--- config.mk ---
export PLATFORM = sky130hd
export DESIGN_NAME = instruction_fetch_unit
export DESIGN_NICKNAME = d
export VERILOG_FILES = /design/src/rtl/instruction_fetch_unit.sv
export SDC_FILE = /design/constraint.sdc
export NUM_CORES = 1
export LEC_CHECK = 0
export BUFFER_PORTS_ARGS = -buffer_cell sky130_fd_sc_hd__buf_2
export CAP_MARGIN = 20
export CELL_PAD_IN_SITES_DETAIL_PLACEMENT = 0
export CELL_PAD_IN_SITES_GLOBAL_PLACEMENT = 2
export CORE_AREA = 8 8 123 125
export DETAILED_ROUTE_END_ITERATION = 8
export DIE_AREA = 0 0 131 133
export PLACE_DENSITY_LB_ADDON = 0.1
export SKIP_LAST_GASP = 1
export SLEW_MARGIN = 20
export SYNTH_ARGS = -nofsm -noshare
export SYNTH_HDL_FRONTEND = slang
export SYNTH_SLANG_ARGS = --single-unit
--- constraint.sdc ---
create_clock -name clk -period 1.9 [get_ports clk]
set_input_delay 0.38 -clock clk [delete_from_list [all_inputs] [get_ports clk]]
set_output_delay 0.38 -clock clk [all_outputs]
set_load 0.01 [all_outputs]
--- src/rtl/instruction_fetch_unit.sv ---
// Instruction fetch stage: fetches one instruction word over a req/ack memory handshake and holds it for decode.
// Optional build macro IFU_PERF_CNT_EN adds saturating fetch/redirect performance counters.
module instruction_fetch_unit #(
    parameter int                    INSTR_WIDTH = 60,
    parameter int                    ADDR_WIDTH  = 16,
    parameter logic [ADDR_WIDTH-1:0] RESET_PC    = '0,
    parameter int                    OPCODE_LSB  = 56
) (
    input  logic                   clk,
    input  logic                   rst_n,
    output logic                   imem_req,
    output logic [ADDR_WIDTH-1:0]  imem_addr,
    input  logic                   imem_ack,
    input  logic [INSTR_WIDTH-1:0] imem_rdata,
    input  logic                   stall,
    input  logic                   branch_en,
    input  logic                   jump_en,
    input  logic                   branch_taken,
    input  logic [ADDR_WIDTH-1:0]  target_addr,
    output logic                   instr_valid,
    output logic [INSTR_WIDTH-1:0] instr,
    output logic [3:0]             opcode,
    output logic [ADDR_WIDTH-1:0]  pc,
`ifdef IFU_PERF_CNT_EN
    output logic [31:0]            fetch_count,
    output logic [31:0]            redirect_count,
`endif
    output logic                   state_dbg
);

    typedef enum logic {
        ST_REQ   = 1'b0,
        ST_ISSUE = 1'b1
    } state_t;

    state_t                   state_q, state_d;
    logic [ADDR_WIDTH-1:0]    pc_q, pc_d;
    logic [INSTR_WIDTH-1:0]   instr_q, instr_d;
    logic                     valid_q, valid_d;
    logic                     req_q, req_d;
    logic                     accept;
    logic                     redirect;

    always_ff @(posedge clk or negedge rst_n) begin
        if (!rst_n) begin
            state_q <= ST_REQ;
            pc_q    <= RESET_PC;
            instr_q <= '0;
            valid_q <= 1'b0;
            req_q   <= 1'b0;
        end else begin
            state_q <= state_d;
            pc_q    <= pc_d;
            instr_q <= instr_d;
            valid_q <= valid_d;
            req_q   <= req_d;
        end
    end

    // Handshake: a word is accepted only on an edge where imem_req=1 and imem_ack=1 in REQ;
    // imem_addr stays equal to pc while imem_req is high, and any other ack is ignored.
    always_comb begin
        state_d  = state_q;
        pc_d     = pc_q;
        instr_d  = instr_q;
        valid_d  = valid_q;
        req_d    = req_q;
        accept   = 1'b0;
        redirect = 1'b0;
        case (state_q)
            ST_REQ: begin
                if (!req_q) begin
                    req_d = 1'b1;
                end else if (imem_ack) begin
                    accept  = 1'b1;
                    instr_d = imem_rdata;
                    valid_d = 1'b1;
                    req_d   = 1'b0;
                    state_d = ST_ISSUE;
                end
            end
            ST_ISSUE: begin
                if (!stall) begin
                    state_d = ST_REQ;
                    valid_d = 1'b0;
                    req_d   = 1'b1;
                    // Jump has priority; branch_taken only matters with branch_en.
                    if (jump_en || (branch_en && branch_taken)) begin
                        redirect = 1'b1;
                        pc_d     = target_addr;
                    end else begin
                        pc_d = pc_q + ADDR_WIDTH'(1);
                    end
                end
            end
            default: state_d = ST_REQ;
        endcase
    end

    assign imem_req    = req_q;
    assign imem_addr   = pc_q;
    assign pc          = pc_q;
    assign instr       = instr_q;
    assign instr_valid = valid_q;
    assign opcode      = valid_q ? instr_q[OPCODE_LSB +: 4] : 4'd0;
    assign state_dbg   = (state_q == ST_ISSUE);

`ifdef IFU_PERF_CNT_EN
    logic [31:0] fetch_cnt_q;
    logic [31:0] redirect_cnt_q;

    // Both counters stick at all-ones rather than wrapping.
    always_ff @(posedge clk or negedge rst_n) begin
        if (!rst_n) begin
            fetch_cnt_q    <= '0;
            redirect_cnt_q <= '0;
        end else begin
            if (accept && (fetch_cnt_q != 32'hFFFF_FFFF)) begin
                fetch_cnt_q <= fetch_cnt_q + 32'd1;
            end
            if (redirect && (redirect_cnt_q != 32'hFFFF_FFFF)) begin
                redirect_cnt_q <= redirect_cnt_q + 32'd1;
            end
        end
    end

    assign fetch_count    = fetch_cnt_q;
    assign redirect_count = redirect_cnt_q;
`else
    logic unused_perf;
    assign unused_perf = accept ^ redirect;
`endif

endmodule

==> results of run 1 <==
[critical path, stage by stage, from the launching register on]
cell and delay (ns):
dfrtp_1 0.46, ha_1 0.24, and4_1 0.41, nand4_1 0.18, a21oi_1 0.16, a2bb2oi_1 0.16
[stage by stage]
| step | total power [mW] | hold WS (ns) | util | instances |
|---|---|---|---|---|
| after floorplan | 5.10 | 0.0844 | - | 278 |
| after detailed placement | 6.53 | 0.365 | 0.343 | 610 |
| after global routing | 8.89 | 0.250 | 0.369 | 627 |
| after CTS | 8.47 | 0.247 | 0.369 | 627 |
| final | 8.27 | 0.266 | 0.369 | 627 |
| after global placement | 6.51 | 0.364 | 0.343 | 610 |
[cell type report]
type | instances | area, µm²
fill | 1319 | 8260
tap | 176 | 220
timing repair buffer | 191 | 1010
clock buffer | 11 | 243
sequential | 79 | 1980
multi-input combinational | 165 | 1300
clock inverter | 5 | 81.3
[what timing repair did]
| action | 4_1_cts | 5_1_grt |
|---|---|---|
| endpoints found under the hold margin | 5 | 0 |
| hold buffers | 1 | 0 |
| setup endpoints to repair | 0 | 0 |
[layout by cell type, fill, tap and decap left out, drive strengths merged, types with 2 or more instances in the layout]
| master | instances |
|---|---|
| buf | 190 |
| dfrtp | 79 |
| mux2 | 60 |
| nand2 | 19 |
| a21oi | 17 |
| clkbuf | 11 |
| nand3 | 9 |
| o21ai | 8 |
| o22ai | 7 |
| a2bb2oi | 6 |
| and2 | 5 |
| and4 | 5 |
| nor2 | 5 |
| nand4 | 4 |
| nor3 | 3 |
| and3 | 2 |
| o21a | 2 |
| a41o | 2 |
| bufinv | 2 |
| clkinv | 2 |
[where the power goes]
group | total (mW) | leakage [nW] | switching [mW] | internal (mW)
combinational | 3.31 | 1.23 | 1.67 | 1.64
sequential | 3.10 | 0.913 | 0.575 | 2.53
clock | 1.87 | 0.156 | 0.680 | 1.19
total | 8.27 | 2.30 | 2.93 | 5.35
[registers in the layout (all words and copies together), names as in the netlist]
signal	count
instr	60
imem_addr	16
imem_req	1
instr_valid	1
state_dbg	1
[how the worst max path moves through the flow]
stage / startpoint / end / slack (ns)
final: imem_addr[0]$_DFFE_PN0P_ / imem_addr[14]$_DFFE_PN0P_ / 0.21
after global routing: imem_addr[1]$_DFFE_PN0P_ / imem_addr[12]$_DFFE_PN0P_ / 0.08
after CTS: imem_addr[0]$_DFFE_PN0P_ / imem_addr[14]$_DFFE_PN0P_ / 0.19
after detailed placement: imem_addr[0]$_DFFE_PN0P_ / imem_addr[14]$_DFFE_PN0P_ / 0.20
after global placement: imem_addr[0]$_DFFE_PN0P_ / imem_addr[8]$_DFFE_PN0P_ / 0.28
after floorplan: imem_addr[0]$_DFFE_PN0P_ / imem_addr[8]$_DFFE_PN0P_ / 0.34
[kinds of logic after synthesis]
kind of cell / Yosys count / share of synthesized area
fa+ha+maj: 1 / 0.00359
mux: 61 / 0.197
compound gates: 46 / 0.0827
buf+inv: 34 / 0.0607
flops: 79 / 0.568
simple gates: 57 / 0.0881
[per-layer routing]
metal / up-vias / global-route usage / wire [µm]
met5: - / 0 / 24
met4: 4 / 0.0555 / 160
met3: 13 / 0.0739 / 1400
met2: 112 / 0.183 / 4730
li1: 1315 / - / -
met1: 1321 / 0.144 / 4240
==> key figures, run 1 <==
Synth
  – Post-Syn Area per Cell: 12.5 µm²
  – Most used DFF post-synth: dfrtp_1
  – Top cells by count, synth: 79 x dfrtp_1, 60 x mux2_2, 19 x buf_4, 19 x nand2_1, 17 x a21oi_1
  – Yosys reg bits: 79
  – Largest area contributor in the netlist: dfrtp_1
  – Area share of the largest cell type after synthesis: 0.568
  – Most common cell in the netlist: dfrtp_1
  – Synth cell types: 32
  – Asr flop ratio synth: 1.00
  – Warnings from Yosys: 0
  – Cell area after synthesis: 0.00348 mm²
  – EDFF count, synth: 0
  – Mapped Cells: 278
  – Largest cells by area after synthesis: dfrtp_1 57%, mux2_2 19%, buf_4 4.1%, a21oi_1 2.4%, nand2_1 2.0%
  – Post-synth net total: 362
  – Seq/Total Area, Yosys: 0.568

Timing
  – Worst clock skew: 0.00426 ns
  – Slew @ Worst Pin: 0.459 ns
  – Fin. Hold Viols: 0
  – RSZ-0062 raised after global routing: false
  – Final setup fails: 0
  – Rel. slew slack: 0.694
  – Min setup slack post-route: 0.209 ns
  – Max-slew violation count: 0
  – Sum Neg Setup Slack: 0 ns
  – Fmax: 0.591 GHz
  – Final worst path period need: 1.69 ns
  – Period Utilization, post-route: 0.890

Worst hold path
  – Hold EP: instr[5]$_DFFE_PN0P_
  – Worst min path class: input pin to register
  – Min-Delay Path Depth: 2
  – Hold_sp: imem_rdata[5]

Die
  – FP Rows: 42
  – Die width: 131 µm
  – Core Box Area: 0.0131 mm²
  – Height of the die: 133 µm
  – Ports: 182
  – Die area: 0.0174 mm²
  – Starting Density: 0.266

Routing
  – Via count: 2765
  – WL/cell: 16.8 µm
  – Wirelength, routed: 10500 µm
  – Starting DRT DRC Count: 79
  – Post-route ant nets: 0
  – DRC Markers: 0
  – Mean number of vias per cell: 4.41
  – First-pass iteration count of the detailed router: 4

Worst setup path
  – Crit. End Element: register
  – CP Launch Type: register
  – Required time of the critical path: 2.16 ns
  – Reg2reg end: imem_addr[14]$_DFFE_PN0P_
  – Critical path peak fanout: 8
  – Worst Path Arrival: 1.95 ns
  – Flop2flop setup slack: 0.21 ns
  – RR Startpoint: imem_addr[0]$_DFFE_PN0P_
  – R2r worst-path depth: 5
  – Crit Path Class: register to register

Place
  – Dpl cell area: 0.00449 mm²
  – I/O Buffers: 181
  – Gpl congestion: 0.686
  – Pre-CTS setup slack: 0.203 ns
  – Post-DP HPWL: 7900 µm

CTS
  – Post-CTS resize count: 0
  – CTS sink count: 79
  – Clk Latency, worst-skew pair: 0.34 ns
  – H-Tree Depth: 3
  – CTS clock-pin slew for the worst setup and hold paths: 0.06 ns
  – CTS Root Cell: clkbuf_16
  – CTS tree: built
  – Post CTS Setup Buffer Count: 0
  – Clock buffer depth: 2
  – TritonCTS Buffers: 9

Global routing
  – Initial antenna violation count: 2
  – First-pass GRT wire length: 16500 µm
  – Via count of the first global-routing pass: 2994
  – Largest net degree at the start of global routing: 51
  – Global Route Usage Sum: 0.125
  – Total grt overflow: 0

Cells and area
  – Share of cells above drive strength 1: 0.594
  – Area growth syn-to-layout: 38.7%
  – Fin nets: 530
  – Design area: 0.00483 mm²
  – # diodes: 0

Status
  – Status: completed

Pwr
  – Peak VDD IR: 628 µV
  – Leak Pwr: 2.30 nW
  – PwrDens: 1710 mW/mm²

Job
  – Max_cap viols: 0
Power figures use the tool's default switching activity.
==> run 2, diff against run 1 <==
--- a/config.mk
+++ b/config.mk
@@ -5,15 +5,15 @@
 export SDC_FILE = /design/constraint.sdc
 export NUM_CORES = 1
 export LEC_CHECK = 0
+export ABC_AREA = 1
 export BUFFER_PORTS_ARGS = -buffer_cell sky130_fd_sc_hd__buf_2
 export CAP_MARGIN = 20
 export CELL_PAD_IN_SITES_DETAIL_PLACEMENT = 0
 export CELL_PAD_IN_SITES_GLOBAL_PLACEMENT = 2
-export CORE_AREA = 8 8 123 125
+export CORE_AREA = 8 8 127 129
 export DETAILED_ROUTE_END_ITERATION = 8
-export DIE_AREA = 0 0 131 133
+export DIE_AREA = 0 0 135 137
 export PLACE_DENSITY_LB_ADDON = 0.1
-export SKIP_LAST_GASP = 1
 export SLEW_MARGIN = 20
 export SYNTH_ARGS = -nofsm -noshare
 export SYNTH_HDL_FRONTEND = slang
==> key figures, run 2 <==
Worst setup path
  – RR Startpoint: imem_addr[0]$_DFFE_PN0P_ (unchanged)
  – Worst Path Arrival: 1.74 ns (was 1.95 ns)
  – Required time of the critical path: 2.14 ns (was 2.16 ns)
  – Most used cell, CP: nand2_1
  – Critical path origin: imem_addr[0]$_DFFE_PN0P_ (unchanged)
  – Crit Path Class: register to register (unchanged)
  – Critical-path cell list: ha_1 > nand3_1 > inv_1 > nand2_1 > o21ai_0 > nand3_1 > nand2_1 > nand2_1 (was ha_1 > and4_1 > nand4_1 > a21oi_1 > a2bb2oi_1)
  – Critical path peak fanout: 6 (was 8)
  – CP Launch Type: register (unchanged)
  – Crit. End Element: register (unchanged)
  – Slowest cell delay on critical path: 0.42 ns (was 0.46 ns)
  – Crit-path slowest cell: dfrtp_1 (unchanged)

Die
  – Height of the die: 137 µm (was 133 µm)
  – Starting Density: 0.252 (was 0.266)
  – Die width: 135 µm (was 131 µm)
  – Ports: 182 (unchanged)
  – Core Box Area: 0.0142 mm² (was 0.0131 mm²)
  – FP Rows: 44 (was 42)
  – Die area: 0.0185 mm² (was 0.0174 mm²)

Pwr
  – Switching power: 3.24 mW (was 2.93 mW)
  – Internal Pwr Total: 5.12 mW (was 5.35 mW)
  – Peak VDD IR: 712 µV (was 628 µV)
  – PwrDens: 1700 mW/mm² (was 1710 mW/mm²)
  – Sequential share of power: 0.379 (was 0.375)
  – Sw Ratio: 0.387 (was 0.354)
  – Combinational Power Share: 0.407 (was 0.400)
  – Clock power share: 0.214 (was 0.226)
  – Leak Pwr: 2.49 nW (was 2.30 nW)

Worst hold path
  – Worst min path class: input pin to register (unchanged)
  – Hold_sp: imem_rdata[12] (was imem_rdata[5])

Synth
  – Seq/Total Area, Yosys: 0.552 (was 0.568)
  – Most common cell in the netlist: dfrtp_1 (unchanged)
  – Synth cell types: 22 (was 32)
  – Warnings from Yosys: 0 (unchanged)
  – Post-synth net total: 420 (was 362)
  – Most used DFF post-synth: dfrtp_1 (unchanged)
  – Area share of the largest cell type after synthesis: 0.552 (was 0.568)
  – Largest cells by area after synthesis: dfrtp_1 55%, mux2_1 18%, nand2_1 6.4%, buf_4 3.8%, nor2_1 3.4% (was dfrtp_1 57%, mux2_2 19%, buf_4 4.1%, a21oi_1 2.4%, nand2_1 2.0%)
  – Mapped Cells: 336 (was 278)
  – Post-Syn Area per Cell: 10.7 µm² (was 12.5 µm²)
  – Top cells by count, synth: 79 x dfrtp_1, 61 x nand2_1, 58 x mux2_1 (was 79 x dfrtp_1, 60 x mux2_2, 19 x buf_4, 19 x nand2_1, 17 x a21oi_1)
  – Cell area after synthesis: 0.00358 mm² (was 0.00348 mm²)
  – Yosys reg bits: 79 (unchanged)
  – Asr flop ratio synth: 1.00 (unchanged)
  – EDFF count, synth: 0 (unchanged)
  – Largest area contributor in the netlist: dfrtp_1 (unchanged)

Cells and area
  – # diodes: 0 (unchanged)
  – Flip-flop count of the largest register after layout: 60 (unchanged)
  – Share of cells above drive strength 1: 0.409 (was 0.594)
  – Most common cell after layout, fill and taps aside: buf_2 (unchanged)
  – Most frequent cells in the layout: 180 x buf_2, 79 x dfrtp_1, 61 x nand2_1 (was 180 x buf_2, 79 x dfrtp_1, 60 x mux2_2)
  – Fin cells: 697 (was 627)
  – Area growth syn-to-layout: 37.5% (was 38.7%)
  – Fin nets: 592 (was 530)

Routing
  – Mean number of vias per cell: 4.31 (was 4.41)
  – Via count: 3006 (was 2765)
  – WL/cell: 15.9 µm (was 16.8 µm)
  – Starting DRT DRC Count: 70 (was 79)
  – Wirelength, routed: 11100 µm (was 10500 µm)
  – First-pass iteration count of the detailed router: 4 (unchanged)
  – Post-route ant nets: 0 (unchanged)
  – DRC Markers: 0 (unchanged)

CTS
  – CTS sink count: 79 (unchanged)
  – Post CTS Setup Buffer Count: 0 (unchanged)
  – Clock buffer depth: 2 (unchanged)
  – Hold buffers post-CTS: 1 (unchanged)
  – CTS Root Cell: clkbuf_16 (unchanged)
  – H-Tree Depth: 3 (unchanged)
  – Clk Latency, worst-skew pair: 0.34 ns (about the same)
  – CTS clock-pin slew for the worst setup and hold paths: 0.06 ns (about the same)
  – CTS tree: built (unchanged)
  – Post-CTS resize count: 0 (unchanged)
  – TritonCTS Buffers: 9 (unchanged)

Timing
  – Final setup fails: 0 (unchanged)
  – Sum Neg Setup Slack: 0 ns (unchanged)
  – Rel. slew slack: 0.763 (was 0.694)
  – Slew @ Worst Pin: 0.355 ns (was 0.459 ns)
  – Max-slew violation count: 0 (unchanged)
  – Fin. Hold Viols: 0 (unchanged)
  – Final worst path period need: 1.51 ns (was 1.69 ns)
  – Worst clock skew: 0.00342 ns (was 0.00426 ns)
  – Period Utilization, post-route: 0.794 (was 0.890)
  – RSZ-0062 raised after global routing: false (unchanged)
  – Fmax: 0.663 GHz (was 0.591 GHz)

Global routing
  – Largest net degree at the start of global routing: 58 (was 51)
  – Global Route Usage Sum: 0.122 (was 0.125)
  – Total grt overflow: 0 (unchanged)
  – First-pass GRT wire length: 17400 µm (was 16500 µm)
  – Via count of the first global-routing pass: 3251 (was 2994)
  – Initial antenna violation count: 2 (unchanged)

Place
  – Placed Cells: 680 (was 610)
  – Gpl congestion: 0.700 (was 0.686)
  – Post-DP HPWL: 8420 µm (was 7900 µm)
  – I/O Buffers: 181 (unchanged)

Status
  – Status: completed (unchanged)

Job
  – Max_cap viols: 0 (unchanged)
run 2: cell families (layout without fill, tap and decap cells):
group | Yosys count | in the layout | synth area share
AO/OA/AOI/OAI | 31 | 31 | 0.0486
multiplexers | 60 | 60 | 0.189
adder cells (fa/ha/maj) | 1 | 1 | 0.00349
flip-flops | 79 | 79 | 0.552
AND/OR/NAND/NOR | 117 | 117 | 0.135
buffers and inverters | 48 | 225 | 0.0724
run 2: layout make-up:
type	instances	area [µm²]
well taps	184	230
inverters	21	78.8
flip-flops and latches	79	1980
multi-input cells	209	1340
clock buffers	10	239
repair buffers	188	988
fillers	1519	9280
clock inverters	6	66.3
run 2: stage by stage:
step / worst slack (ns) / area [µm²] / utilization / total power [mW] / hold WS [ns]
3_5_place_dp: 0.379 / 4610 / 0.324 / 6.72 / 0.296
6_report: 0.392 / 4920 / 0.347 / 8.36 / 0.245
5_1_grt: 0.230 / 4920 / 0.347 / 9.04 / 0.231
2_1_floorplan: 0.519 / 3580 / - / 5.20 / 0.0844
3_3_place_gp: 0.384 / 4610 / 0.324 / 6.69 / 0.298
4_1_cts: 0.384 / 4920 / 0.347 / 8.60 / 0.229
run 2: path summary, 6_finish.rpt:
check / slack, ns / end / cells after the start
max: 0.39 / imem_addr[10]$_DFFE_PN0P_ / 8
min: 0.25 / instr[12]$_DFFE_PN0P_ / 2
max reg2reg: 0.39 / imem_addr[10]$_DFFE_PN0P_ / 8
min reg2reg: 0.48 / instr[54]$_DFFE_PN0P_ / 1
max in group asynchronous: 0.81 / instr[0]$_DFFE_PN0P_ / 3
min in group asynchronous: 0.47 / instr[14]$_DFFE_PN0P_ / 2
run 2: worst max-delay path, delay by kind of cell, from the launching register on:
family                   cells  cell delay [ns]
buffers and inverters        1             0.14
AO/OA/AOI/OAI                1             0.16
adder cells (fa/ha/maj)      1             0.21
AND/OR/NAND/NOR              5             0.48
flip-flops                   1             0.42
run 2: power by group through the flow:
stage,Clock [mW],Combinational (mW),Sequential [mW]
after CTS,1.87,3.52,3.20
after detailed placement,0,3.52,3.20
after floorplan,0,1.67,3.54
after global routing,1.91,3.79,3.34
final,1.79,3.40,3.17
after global placement,0,3.53,3.17
run 2: metal layers:
metal  vias to the layer above  global-route usage  share of wire
li1                       1448                   -              -
met1                      1426               0.126           0.37
met2                       113               0.206           0.50
met3                        15              0.0661           0.11
met4                         4              0.0463          0.015
met5                         -                   0         0.0024
==> run 3, diff against run 2 <==
--- a/config.mk
+++ b/config.mk
@@ -5,14 +5,14 @@
 export SDC_FILE = /design/constraint.sdc
 export NUM_CORES = 1
 export LEC_CHECK = 0
-export ABC_AREA = 1
+export ABC_AREA = 0
 export BUFFER_PORTS_ARGS = -buffer_cell sky130_fd_sc_hd__buf_2
 export CAP_MARGIN = 20
 export CELL_PAD_IN_SITES_DETAIL_PLACEMENT = 0
 export CELL_PAD_IN_SITES_GLOBAL_PLACEMENT = 2
-export CORE_AREA = 8 8 127 129
+export CORE_AREA = 8 8 130 132
 export DETAILED_ROUTE_END_ITERATION = 8
-export DIE_AREA = 0 0 135 137
+export DIE_AREA = 0 0 138 140
 export PLACE_DENSITY_LB_ADDON = 0.1
 export SLEW_MARGIN = 20
 export SYNTH_ARGS = -nofsm -noshare
==> constraint.sdc (replaced) <==
create_clock -name clk -period 1.3 [get_ports clk]
set_input_delay 0.26 -clock clk [delete_from_list [all_inputs] [get_ports clk]]
set_output_delay 0.26 -clock clk [all_outputs]
set_load 0.01 [all_outputs]
==> key figures, run 3 (synthesized netlist as in run 1, its figures left out) <==
Status
  – Status: finished with violations (was completed)
  – Failing checks: negative setup slack

Worst setup path
  – Reg2reg end: instr[14]$_DFFE_PN0P_ (was imem_addr[10]$_DFFE_PN0P_)
  – Crit-path slowest cell: dfrtp_1 (unchanged)
  – CP Launch Type: register (unchanged)
  – Delay-heaviest family, CP: buffers and inverters (was simple AND/OR/NAND/NOR gates)
  – Flop2flop setup slack: -0.03 ns (was 0.39 ns)
  – Worst Path Arrival: 1.55 ns (was 1.74 ns)
  – Required time of the critical path: 1.51 ns (was 2.14 ns)
  – Critical path peak fanout: 12 (was 6)
  – Slowest cell delay on critical path: 0.38 ns (was 0.42 ns)
  – Critical-path cell list: nand3b_1 > buf_6 > clkbuf_16 > mux2_2 (was ha_1 > nand3_1 > inv_1 > nand2_1 > o21ai_0 > nand3_1 > nand2_1 > nand2_1)
  – R2r worst-path depth: 4 (was 8)
  – CP bufs+invs: 2 (was 1)
  – Crit. End Element: register (unchanged)
  – RR Startpoint: imem_req$_DFFE_PN0P_ (was imem_addr[0]$_DFFE_PN0P_)
  – Crit Path Class: register to register (unchanged)

Die
  – FP Rows: 45 (was 44)
  – Ports: 182 (unchanged)
  – Height of the die: 140 µm (was 137 µm)
  – Die width: 138 µm (was 135 µm)
  – Core Box Area: 0.0149 mm² (was 0.0142 mm²)
  – Die area: 0.0193 mm² (was 0.0185 mm²)
  – Starting Density: 0.234 (was 0.252)

Place
  – Post-DP HPWL: 8520 µm (was 8420 µm)
  – I/O Buffers: 181 (unchanged)
  – Gpl congestion: 0.672 (was 0.700)

Global routing
  – Total grt overflow: 0 (unchanged)
  – Global Route Usage Sum: 0.117 (was 0.122)
  – Initial antenna violation count: 2 (unchanged)
  – Largest net degree at the start of global routing: 51 (was 58)
  – First-pass GRT wire length: 18000 µm (was 17400 µm)
  – Via count of the first global-routing pass: 3242 (was 3251)

Cells and area
  – Fin nets: 571 (was 592)
  – Final Util: 0.366 (was 0.347)
  – Flip-flop count of the largest register after layout: 60 (unchanged)
  – Area growth syn-to-layout: 56.2% (was 37.5%)
  – Share of cells above drive strength 1: 0.668 (was 0.409)
  – Fillcell total: 1545 (was 1519)
  – Most common cell after layout, fill and taps aside: buf_2 (unchanged)
  – Most frequent cells in the layout: 169 x buf_2, 73 x dfrtp_1, 57 x mux2_2 (was 180 x buf_2, 79 x dfrtp_1, 61 x nand2_1)
  – Register area: 0.00198 mm² (about the same)
  – # diodes: 0 (unchanged)
  – Area of the multi-input gates: 0.00138 mm² (was 0.00134 mm²)

Timing
  – Final setup fails: 35 (was 0)
  – Worst clock skew: 0.00518 ns (was 0.00342 ns)
  – Sum Neg Setup Slack: -0.687 ns (was 0 ns)
  – Max-slew violation count: 0 (unchanged)
  – Rel. slew slack: 0.721 (was 0.763)
  – Slew @ Worst Pin: 0.418 ns (was 0.355 ns)
  – RSZ-0062 raised after global routing: true (was false)
  – Period Utilization, post-route: 1.03 (was 0.794)
  – Final worst path period need: 1.33 ns (was 1.51 ns)
  – Fmax: 0.750 GHz (was 0.663 GHz)
  – Min setup slack post-route: -0.0332 ns (was 0.392 ns)
  – Fin. Hold Viols: 0 (unchanged)

Worst hold path
  – Min-Delay Path Depth: 2 (unchanged)
  – Worst min path class: input pin to register (unchanged)
  – Hold EP: instr[20]$_DFFE_PN0P_ (was instr[12]$_DFFE_PN0P_)
  – Hold_sp: imem_rdata[20] (was imem_rdata[12])

Pwr
  – Internal Pwr Total: 8.58 mW (was 5.12 mW)
  – Leak Pwr: 2.59 nW (was 2.49 nW)
  – Peak VDD IR: 938 µV (was 712 µV)
  – Combinational Power Share: 0.490 (was 0.407)
  – Clock power share: 0.178 (was 0.214)
  – PwrDens: 2440 mW/mm² (was 1700 mW/mm²)
  – Sequential share of power: 0.332 (was 0.379)
  – Sw Ratio: 0.353 (was 0.387)
  – Switching power: 4.68 mW (was 3.24 mW)

Routing
  – Wirelength, routed: 11900 µm (was 11100 µm)
  – Post-route ant nets: 0 (unchanged)
  – Starting DRT DRC Count: 104 (was 70)
  – First-pass iteration count of the detailed router: 4 (unchanged)
  – Mean number of vias per cell: 4.43 (was 4.31)
  – Via count: 3007 (was 3006)
  – DRC Markers: 0 (unchanged)
  – WL/cell: 17.5 µm (was 15.9 µm)

CTS
  – H-Tree Depth: 3 (unchanged)
  – CTS tree: built (unchanged)
  – Clk Latency, worst-skew pair: 0.33 ns (was 0.34 ns)
  – CTS clock-pin slew for the worst setup and hold paths: 0.06 ns (about the same)
  – Clock buffer depth: 2 (unchanged)
  – TritonCTS Buffers: 9 (unchanged)
  – CTS sink count: 79 (unchanged)
  – CTS Root Cell: clkbuf_16 (unchanged)

Job
  – Max_cap viols: 0 (unchanged)
[run 3: cell types whose count changed in the layout (fill, tap and decap cells not counted), sizes merged, moves of 3 or more]
cell / change
nor2: -28
inv: -22
o22ai: +6
o21ai: -6
and4: +5
nand2: -42
clkbuf: +4
a2bb2oi: +6
nand3: -10
and2: +5
nor3: +3
a21oi: +4
buf: +40
[run 3: routing by layer]
layer  part of all wire  vias up  GRT usage
li1                   -     1402          -
met5             0.0019        -          0
met3               0.10       13     0.0656
met2               0.47      117      0.185
met1               0.42     1471      0.132
met4             0.0086        4     0.0343
[run 3: through the flow]
stage | instance area (µm²) | power [mW] | std cells | setup slack [ns] | hold slack [ns]
after floorplan | 3560 | 7.62 | 278 | -0.143 | -0.0356
after global placement | 4740 | 10.0 | 645 | -0.158 | 0.275
after detailed placement | 4740 | 10.1 | 645 | -0.199 | 0.278
after CTS | 5160 | 12.9 | 668 | -0.0437 | 0.135
after global routing | 5440 | 14.2 | 679 | -0.0924 | 0.132
final | 5440 | 13.3 | 679 | -0.0332 | 0.153
[run 3: final cells by class]
cell class,count,area share
well taps,188,0.0433
clock buffers,10,0.0440
flip-flops and latches,79,0.365
repair buffers,232,0.288
clock inverters,5,0.00621
multi-input cells,165,0.253
[run 3: worst max-delay path by stage]
stage                             startpoint                         to  slack (ns)  depth (start not counted)
CTS                  instr_valid$_DFFE_PN0P_                  opcode[1]       -0.04                          2
global placement    imem_addr[1]$_DFFE_PN0P_   imem_addr[6]$_DFFE_PN0P_       -0.16                          6
detailed placement  imem_addr[1]$_DFFE_PN0P_  imem_addr[12]$_DFFE_PN0P_       -0.20                          5
finish                  imem_req$_DFFE_PN0P_      instr[14]$_DFFE_PN0P_       -0.03                          4
global route        imem_addr[1]$_DFFE_PN0P_  imem_addr[13]$_DFFE_PN0P_       -0.09                          5
floorplan           imem_addr[1]$_DFFE_PN0P_   imem_addr[8]$_DFFE_PN0P_       -0.14                          6
[run 3: power by group through the flow]
stage | registers [mW] | logic [mW] | clock network (mW)
2_1_floorplan | 5.12 | 2.49 | 0
5_1_grt | 4.61 | 7.06 | 2.57
3_5_place_dp | 4.41 | 5.66 | 0
4_1_cts | 4.39 | 6.04 | 2.46
3_3_place_gp | 4.36 | 5.67 | 0
6_report | 4.40 | 6.50 | 2.36
[run 3: worst register-to-register path, cell delays in order, from the launching register on]
cell,delay [ns]
dfrtp_1,0.38
nand3b_1,0.10
buf_6,0.20
clkbuf_16,0.20
mux2_2,0.33
[run 3: timing repair]
action / 4_1_cts / 5_1_grt
cloned: 1 / 4
pin swaps: 5 / 5
setup buffers: 7 / 9
endpoints found under the setup margin: 92 / 104
endpoints found under the hold margin: 79 / 0
gates resized for setup: 18 / 42
hold buffers: 1 / 0
